## src/rtl/branch_resolve.sv

```systemverilog
// -----------------------------------------------------------------------------
// branch_resolve
//
// Execute-stage branch/jump resolution. Consumes the comparator EQ/GT flags,
// decides whether the execute-stage instruction redirects fetch, computes the
// new fetch address, and squashes the wrong-path instructions sitting in the
// fetch and decode registers for FLUSH_CYCLES cycles after a taken resolve.
// Two free-running performance counters record resolved and taken branches.
//
// Ports:
//   clock         system clock, all state updates on the rising edge
//   reset_n       synchronous active-low reset
//   in_valid      an execute-stage instruction is present this cycle
//   stall         pipeline freeze, all internal state holds while high
//   br_type       000 none, 001 BNE, 010 BLT, 011 BEX, 100 J, 101 JAL,
//                 110 JR, 111 reserved (treated as none)
//   eq, gt        comparator A==B and A>B flags
//   pc_plus1      PC+1 of the execute-stage instruction
//   imm           sign-extended branch offset
//   jt            27-bit J/JAL target field
//   jr_target     register value used by JR
//   redirect      registered one-cycle "take redirect_pc" pulse
//   redirect_pc   new fetch address
//   flush         squash fetch/decode contents
//   branch_count  number of resolved branch/jump instructions
//   taken_count   number of resolved instructions that were taken
// -----------------------------------------------------------------------------
module branch_resolve #(
  parameter int unsigned FLUSH_CYCLES = 2,
  parameter int unsigned CNT_W        = 32
) (
  input  logic             clock,
  input  logic             reset_n,
  input  logic             in_valid,
  input  logic             stall,
  input  logic [2:0]       br_type,
  input  logic             eq,
  input  logic             gt,
  input  logic [31:0]      pc_plus1,
  input  logic [31:0]      imm,
  input  logic [26:0]      jt,
  input  logic [31:0]      jr_target,
  output logic             redirect,
  output logic [31:0]      redirect_pc,
  output logic             flush,
  output logic [CNT_W-1:0] branch_count,
  output logic [CNT_W-1:0] taken_count
);

  typedef enum logic [2:0] {
    BR_NONE = 3'b000,
    BR_BNE  = 3'b001,
    BR_BLT  = 3'b010,
    BR_BEX  = 3'b011,
    BR_J    = 3'b100,
    BR_JAL  = 3'b101,
    BR_JR   = 3'b110,
    BR_RSVD = 3'b111
  } br_type_e;

  localparam logic [2:0] FLUSH_LOAD = 3'(FLUSH_CYCLES);

  br_type_e   kind;
  logic [2:0] flush_cnt;
  logic       is_branch;
  logic       taken;
  logic [31:0] target;
  logic       accept;

  assign kind = br_type_e'(br_type);

  // Flush is a pure decode of the flush counter register, so it carries no
  // combinational path from the inputs.
  assign flush = (flush_cnt != 3'd0);

  // Classify the instruction, evaluate its direction and compute where fetch
  // should go if it is taken. For BEX the comparator sees A=rstatus, B=0, so
  // "rstatus nonzero" shows up as !eq just like BNE. BLT is taken when A<B,
  // i.e. neither equal nor greater.
  always_comb begin
    is_branch = 1'b0;
    taken     = 1'b0;
    target    = 32'd0;
    case (kind)
      BR_BNE: begin
        is_branch = 1'b1;
        taken     = !eq;
        target    = pc_plus1 + imm;
      end
      BR_BLT: begin
        is_branch = 1'b1;
        taken     = !eq && !gt;
        target    = pc_plus1 + imm;
      end
      BR_BEX: begin
        is_branch = 1'b1;
        taken     = !eq;
        target    = {5'b0, jt};
      end
      BR_J, BR_JAL: begin
        is_branch = 1'b1;
        taken     = 1'b1;
        target    = {5'b0, jt};
      end
      BR_JR: begin
        is_branch = 1'b1;
        taken     = 1'b1;
        target    = jr_target;
      end
      default: begin
        is_branch = 1'b0;
        taken     = 1'b0;
        target    = 32'd0;
      end
    endcase
  end

  // Anything presented while flush is high is wrong-path and is ignored
  // entirely: not evaluated, not counted, cannot redirect.
  assign accept = in_valid && !stall && !flush && is_branch;

  // All architectural state. Reset wins over stall and any in-flight flush.
  // While stalled everything holds, which keeps a pending redirect and its
  // address stable until the pipeline is free to consume them. A taken
  // accept can only happen with the flush counter already at zero, so
  // loading it never collides with a decrement.
  always_ff @(posedge clock) begin
    if (!reset_n) begin
      redirect     <= 1'b0;
      redirect_pc  <= 32'd0;
      flush_cnt    <= 3'd0;
      branch_count <= '0;
      taken_count  <= '0;
    end else if (!stall) begin
      redirect <= accept && taken;
      if (accept && taken) begin
        redirect_pc <= target;
        flush_cnt   <= FLUSH_LOAD;
      end else if (flush_cnt != 3'd0) begin
        flush_cnt <= flush_cnt - 3'd1;
      end
      if (accept) begin
        branch_count <= branch_count + CNT_W'(1);
      end
      if (accept && taken) begin
        taken_count <= taken_count + CNT_W'(1);
      end
    end
  end

endmodule

```

## config.mk

```make
export PLATFORM = sky130hd
export DESIGN_NAME = branch_resolve
export DESIGN_NICKNAME = d
export VERILOG_FILES = /design/src/rtl/branch_resolve.sv
export SDC_FILE = /design/constraint.sdc
export NUM_CORES = 1
export LEC_CHECK = 0
export BUFFER_PORTS_ARGS = -buffer_cell sky130_fd_sc_hd__buf_2
export CORE_MARGIN = 5
export CORE_UTILIZATION = 45
export DETAILED_ROUTE_END_ITERATION = 10
export GPL_ROUTABILITY_DRIVEN = 0
export HOLD_SLACK_MARGIN = 0.02
export PLACE_DENSITY = 0.76
export REMOVE_ABC_BUFFERS = 1
export SLEW_MARGIN = 20
export SYNTH_ARGS = -nofsm -noshare
export SYNTH_HDL_FRONTEND = slang
export SYNTH_SLANG_ARGS = --single-unit
```

## constraint.sdc

```tcl
create_clock -name clock -period 9.65 [get_ports clock]
set_clock_uncertainty 0.15 [all_clocks]
set_input_delay 1.93 -clock clock [delete_from_list [all_inputs] [get_ports clock]]
set_output_delay 1.93 -clock clock [all_outputs]
set_load 0.02 [all_outputs]
```

* Word level (Yosys, flattened, before mapping)
Cells that the tools add are included.
Storage, ports and cells: bits in registers 100, bits of input ports 132
Cells by class: $add $sub $neg 4, equal/unequal tests 6, multiplexer cells 5, bitwise operators 1, reduce and logical (&&, ||, !) cells 19
Operators by type and width (count):
- $pmux 32 s3 | 1
- $add 32x1->32 const B | 2
- $add 32x32->32 | 1
- $eq 3x3->1 const B | 3
- $eq 3x2->1 const B | 2
- $mux 3 | 2
- $reduce_and 2->1 | 3
- $reduce_or 3->1 | 2
- $reduce_or 6->1 | 1
- $logic_and 1x1->1 | 5
- $logic_not 1->1 | 4
- $reduce_or 2->1 | 2
- $eq 3x1->1 const B | 1
- $pmux 1 s3 | 1
- $reduce_bool 3->1 | 1
- $sub 3x1->3 const B | 1
- $reduce_bool 2->1 | 1
- $mux 1 | 1
- $not 1->1 | 1

* Depth between registers and ports, before layout
depth in word-level cells 7, mapped depth 13

* Worst setup path before layout
Ideal clock, no wire load.
path type in2reg, from in pc_plus1[0], to reg redirect_pc[30], setup time 0.074 ns, arrival time 4.202 ns, slack 5.224 ns, stages 11, buffers on the path 0, cell sequence ha_1 -> inv_1 -> fa_1 -> nand2b_1 -> a21oi_1 -> o2111ai_1 -> a211oi_1 -> a21boi_0 -> o31ai_1 -> mux2_2 -> a31oi_1
On the way: cells in the longest elaborated chain, start to end 2
Ends and longest elaborated chain:
- from (decl) | line 39 | input logic [31:0] pc_plus1,
- $add 32x32->32 | line 88, 93
- $pmux 32 s3 | line 84 | case (kind)
- to (signal assigned) | line 137 | redirect_pc <= target;
- to (decl) | line 44 | output logic [31:0] redirect_pc,
No other way between the ends. A chain may end at the register's enable or synchronous reset.

* Worst setup path after layout
Ends and elaborated chain as after synthesis.

==> metrics.txt <==
share of post-route cells with drive strength above 1=26.8%; Leak=0.00346 uW; net load switching power=around 380 uW; Period Utilization, post-route=between 40% and 50%; CP max FO=4; H-tree Lvls=3; Final Setup Violations=0; hold path endpoint=redirect_pc[23]$_SDFFE_PN0P_; remaining global-route overflow=0; top achievable clock speed=216 MHz; hpwl dp=14,200 um; sequential element share of the synthesized area=between 30% and 40%; status=finished clean; peak supply drop=0.0000984 V; NumNets Final=1,159; r2r setup slk=6560 ps; Ys Warns=0; overall routing resource usage=22.2%; max-slew violations=0; Die ar.=16,300 um2; PD cells=145 nW/um2; drt pass-1 iters=8; final setup TNS=0 ps; clk_lat worst skew=340 ps; Max Cap Viol=0; WP data required=9770 ps; Tightest Pin Transition=827 ps; CTS Buf Count=9; Distinct cells, synth=between 50 and 60; Int Power=748 uW; port buffer count=229; Post-CTS Resized=0; TritonCTS clock tree=done; Clk pwr share=31.3%; die span in x=between 100 and 150 um; Vias/cell=around 5.6; Crit path arrival time=4760 ps; critical path class=in -> reg; DRT Wirelength=between 15,000 and 20,000 um; CTS Sinks=100; final routed DRC violation total=0; hold_buf cts=0; Starting Density=a little under half; post-CTS setup buffer count=0; relative slew slack=44.2%; Net Sw Frac=34.0%; Async SR Flop Fraction=0%; dpl cells=1,160; antenna violations before repair=4; R2R cell count=11; ys flop type=dfxtp_1; largest net degree at the start of global routing=78; chip height=128 um; Mapped Cells=785; Layout area overhead=24.8%; clock transition at the registers of the reported paths=70 ps; Syn Area/Cell=between 7 and 8 um2; min Tclk post-route=approximately 4600 ps; Yosys reg bits=100; I/O pin count=230; Reg-to-Reg Start=flush_cnt[0]$_SDFFE_PN0P_; CP endpoint kind=flop; sequential share of power=39.9%; reg2reg end=taken_count[12]$_SDFFE_PN0P_; Mapped Area=between 6000 and 7000 um2; Final ANT Viol Nets=0; first-pass GRT wire length=29,800 um; row count=43; EDFF count, synth=0; RSZ-0062 raised after global routing=no; vias=6,586; Non-Filler Instances=1,178; Hold Fails Final Rpt=0; vias in the first global route=6,183; HP Start=redirect_pc[23]$_SDFFE_PN0P_; CP max-delay cell=a211oi_1; CP max stage delay=490 ps; min-delay worst type=reg -> reg; Core ar.=13,800 um2; CTS root buf=clkbuf_16; DR WL/cell=15.9 um; Startpoint Class=input port; DRT iter0 DRCs=571; CTS max path bufs=2; Gate power share=28.8%; critical path, cell by cell=buf_2 -> ha_1 -> inv_1 -> fa_1 -> nand2b_1 -> a21oi_1 -> o2111ai_1 -> a211oi_1 -> a21boi_0 -> o31ai_1 -> mux2_2 -> a31oi_1; Hold Path Cell Cnt=2
==> layout make-up <==
class                           instances  area (um2)
Clock buffer                            9         225
Inverter                               28         105
Antenna cell                            2        5.00
Sequential cell                       100        2000
Tap cell                              180         225
Fill cell                            1336        5980
Timing Repair Buffer                  235        1190
Clock inverter                          7        60.1
Multi-Input combinational cell        617        3980
==> critical path: cells and delay by family <==
family	cells	cell delay (ps)
compound gates	6	1610
fa+ha+maj	2	540
buf+inv	2	130
mux	1	360
simple gates	1	180
==> sequential cells by signal, summed over array words and instances (netlist names) <==
register and flops:
redirect_pc 32, flush_cnt 3, taken_count 32, redirect 1, branch_count 32
==> synth_stat cells, types with 3 or more instances <==
| library cell | n | area (um2) |
|---|---|---|
| a211oi_1 | 14 | 105 |
| a21o_1 | 8 | 60.1 |
| a21oi_1 | 80 | 400 |
| a221oi_1 | 13 | 114 |
| a222oi_1 | 15 | 150 |
| a22oi_1 | 3 | 22.5 |
| a31oi_1 | 7 | 43.8 |
| and2_1 | 9 | 56.3 |
| and3_1 | 14 | 87.6 |
| clkbuf_1 | 35 | 131 |
| dfxtp_1 | 100 | 2000 |
| ha_1 | 35 | 438 |
| inv_1 | 26 | 97.6 |
| mux2_2 | 3 | 33.8 |
| mux2i_1 | 3 | 30.0 |
| nand2_1 | 65 | 244 |
| nand2b_1 | 7 | 43.8 |
| nand3_1 | 32 | 160 |
| nand3b_1 | 3 | 22.5 |
| nand4_1 | 12 | 75.1 |
| nor2_1 | 90 | 338 |
| nor3_1 | 6 | 30.0 |
| o211ai_1 | 3 | 22.5 |
| o21ai_0 | 51 | 255 |
| o21bai_1 | 8 | 60.1 |
| o31ai_1 | 5 | 37.5 |
| or3_1 | 22 | 138 |
| or4_1 | 3 | 22.5 |
| xnor2_1 | 39 | 342 |
| xor2_1 | 34 | 298 |
==> power by group through the flow <==
stage	clock network, uW	registers, uW	logic, uW
after detailed placement	0	461	324
after global placement	0	461	321
final	355	452	326
after floorplan	0	484	188
after CTS	363	452	326
after global routing	378	454	361
==> layout by cell type (no fill, tap or decap), types with 15 or more instances in the layout <==
cell | synthesis | layout
xnor2_1 | 39 | 39
or3_1 | 22 | 22
buf_2 | 2 | 229
nor2_1 | 90 | 89
ha_1 | 35 | 35
nand3_1 | 32 | 32
xor2_1 | 34 | 34
a21oi_1 | 80 | 79
inv_1 | 26 | 26
nand2_1 | 65 | 65
a222oi_1 | 15 | 15
dfxtp_1 | 100 | 100
o21ai_0 | 51 | 51
==> logic make-up (layout without fill, tap and decap cells) <==
kind of cell | after synthesis | count (layout) | synth area share (%)
compound gates | 229 | 229 | 23.6
xor+xnor | 73 | 73 | 10.2
fa+ha+maj | 36 | 36 | 7.33
buf+inv | 68 | 279 | 4.43
flops | 100 | 100 | 32.0
mux | 6 | 6 | 1.02
other cells | 0 | 2 | 0
simple gates | 273 | 273 | 21.4
==> worst max path at each step <==
stage,from,end,depth (start not counted)
floorplan,br_type[2],taken_count[10]$_SDFFE_PN0P_,6
global placement,pc_plus1[0],redirect_pc[30]$_SDFFE_PN0P_,12
detailed placement,pc_plus1[0],redirect_pc[30]$_SDFFE_PN0P_,12
CTS,pc_plus1[0],redirect_pc[30]$_SDFFE_PN0P_,12
global route,pc_plus1[0],redirect_pc[30]$_SDFFE_PN0P_,12
finish,pc_plus1[0],redirect_pc[30]$_SDFFE_PN0P_,12
==> per-layer routing <==
metal / up-vias / share of wire [%] / track usage [%]
met3: 31 / 7.4 / 3.25
li1: 3258 / - / -
met1: 3029 / 43 / 29.4
met5: - / 0.11 / 0
met4: 4 / 2.1 / 7.55
met2: 264 / 48 / 36.9
==> per-stage QoR <==
step	setup WS, ps	area [um2]	hold slack (ps)	util (%)	total power, uW
final	5010	7800	325	56.6	1130
after detailed placement	4670	7510	312	54.5	785
after floorplan	4310	6080	354	-	672
after global placement	4730	7510	299	54.5	782
after CTS	5030	7790	323	56.6	1140
after global routing	4750	7800	335	56.6	1190
Note: power is estimated with default switching activity, not from simulation.
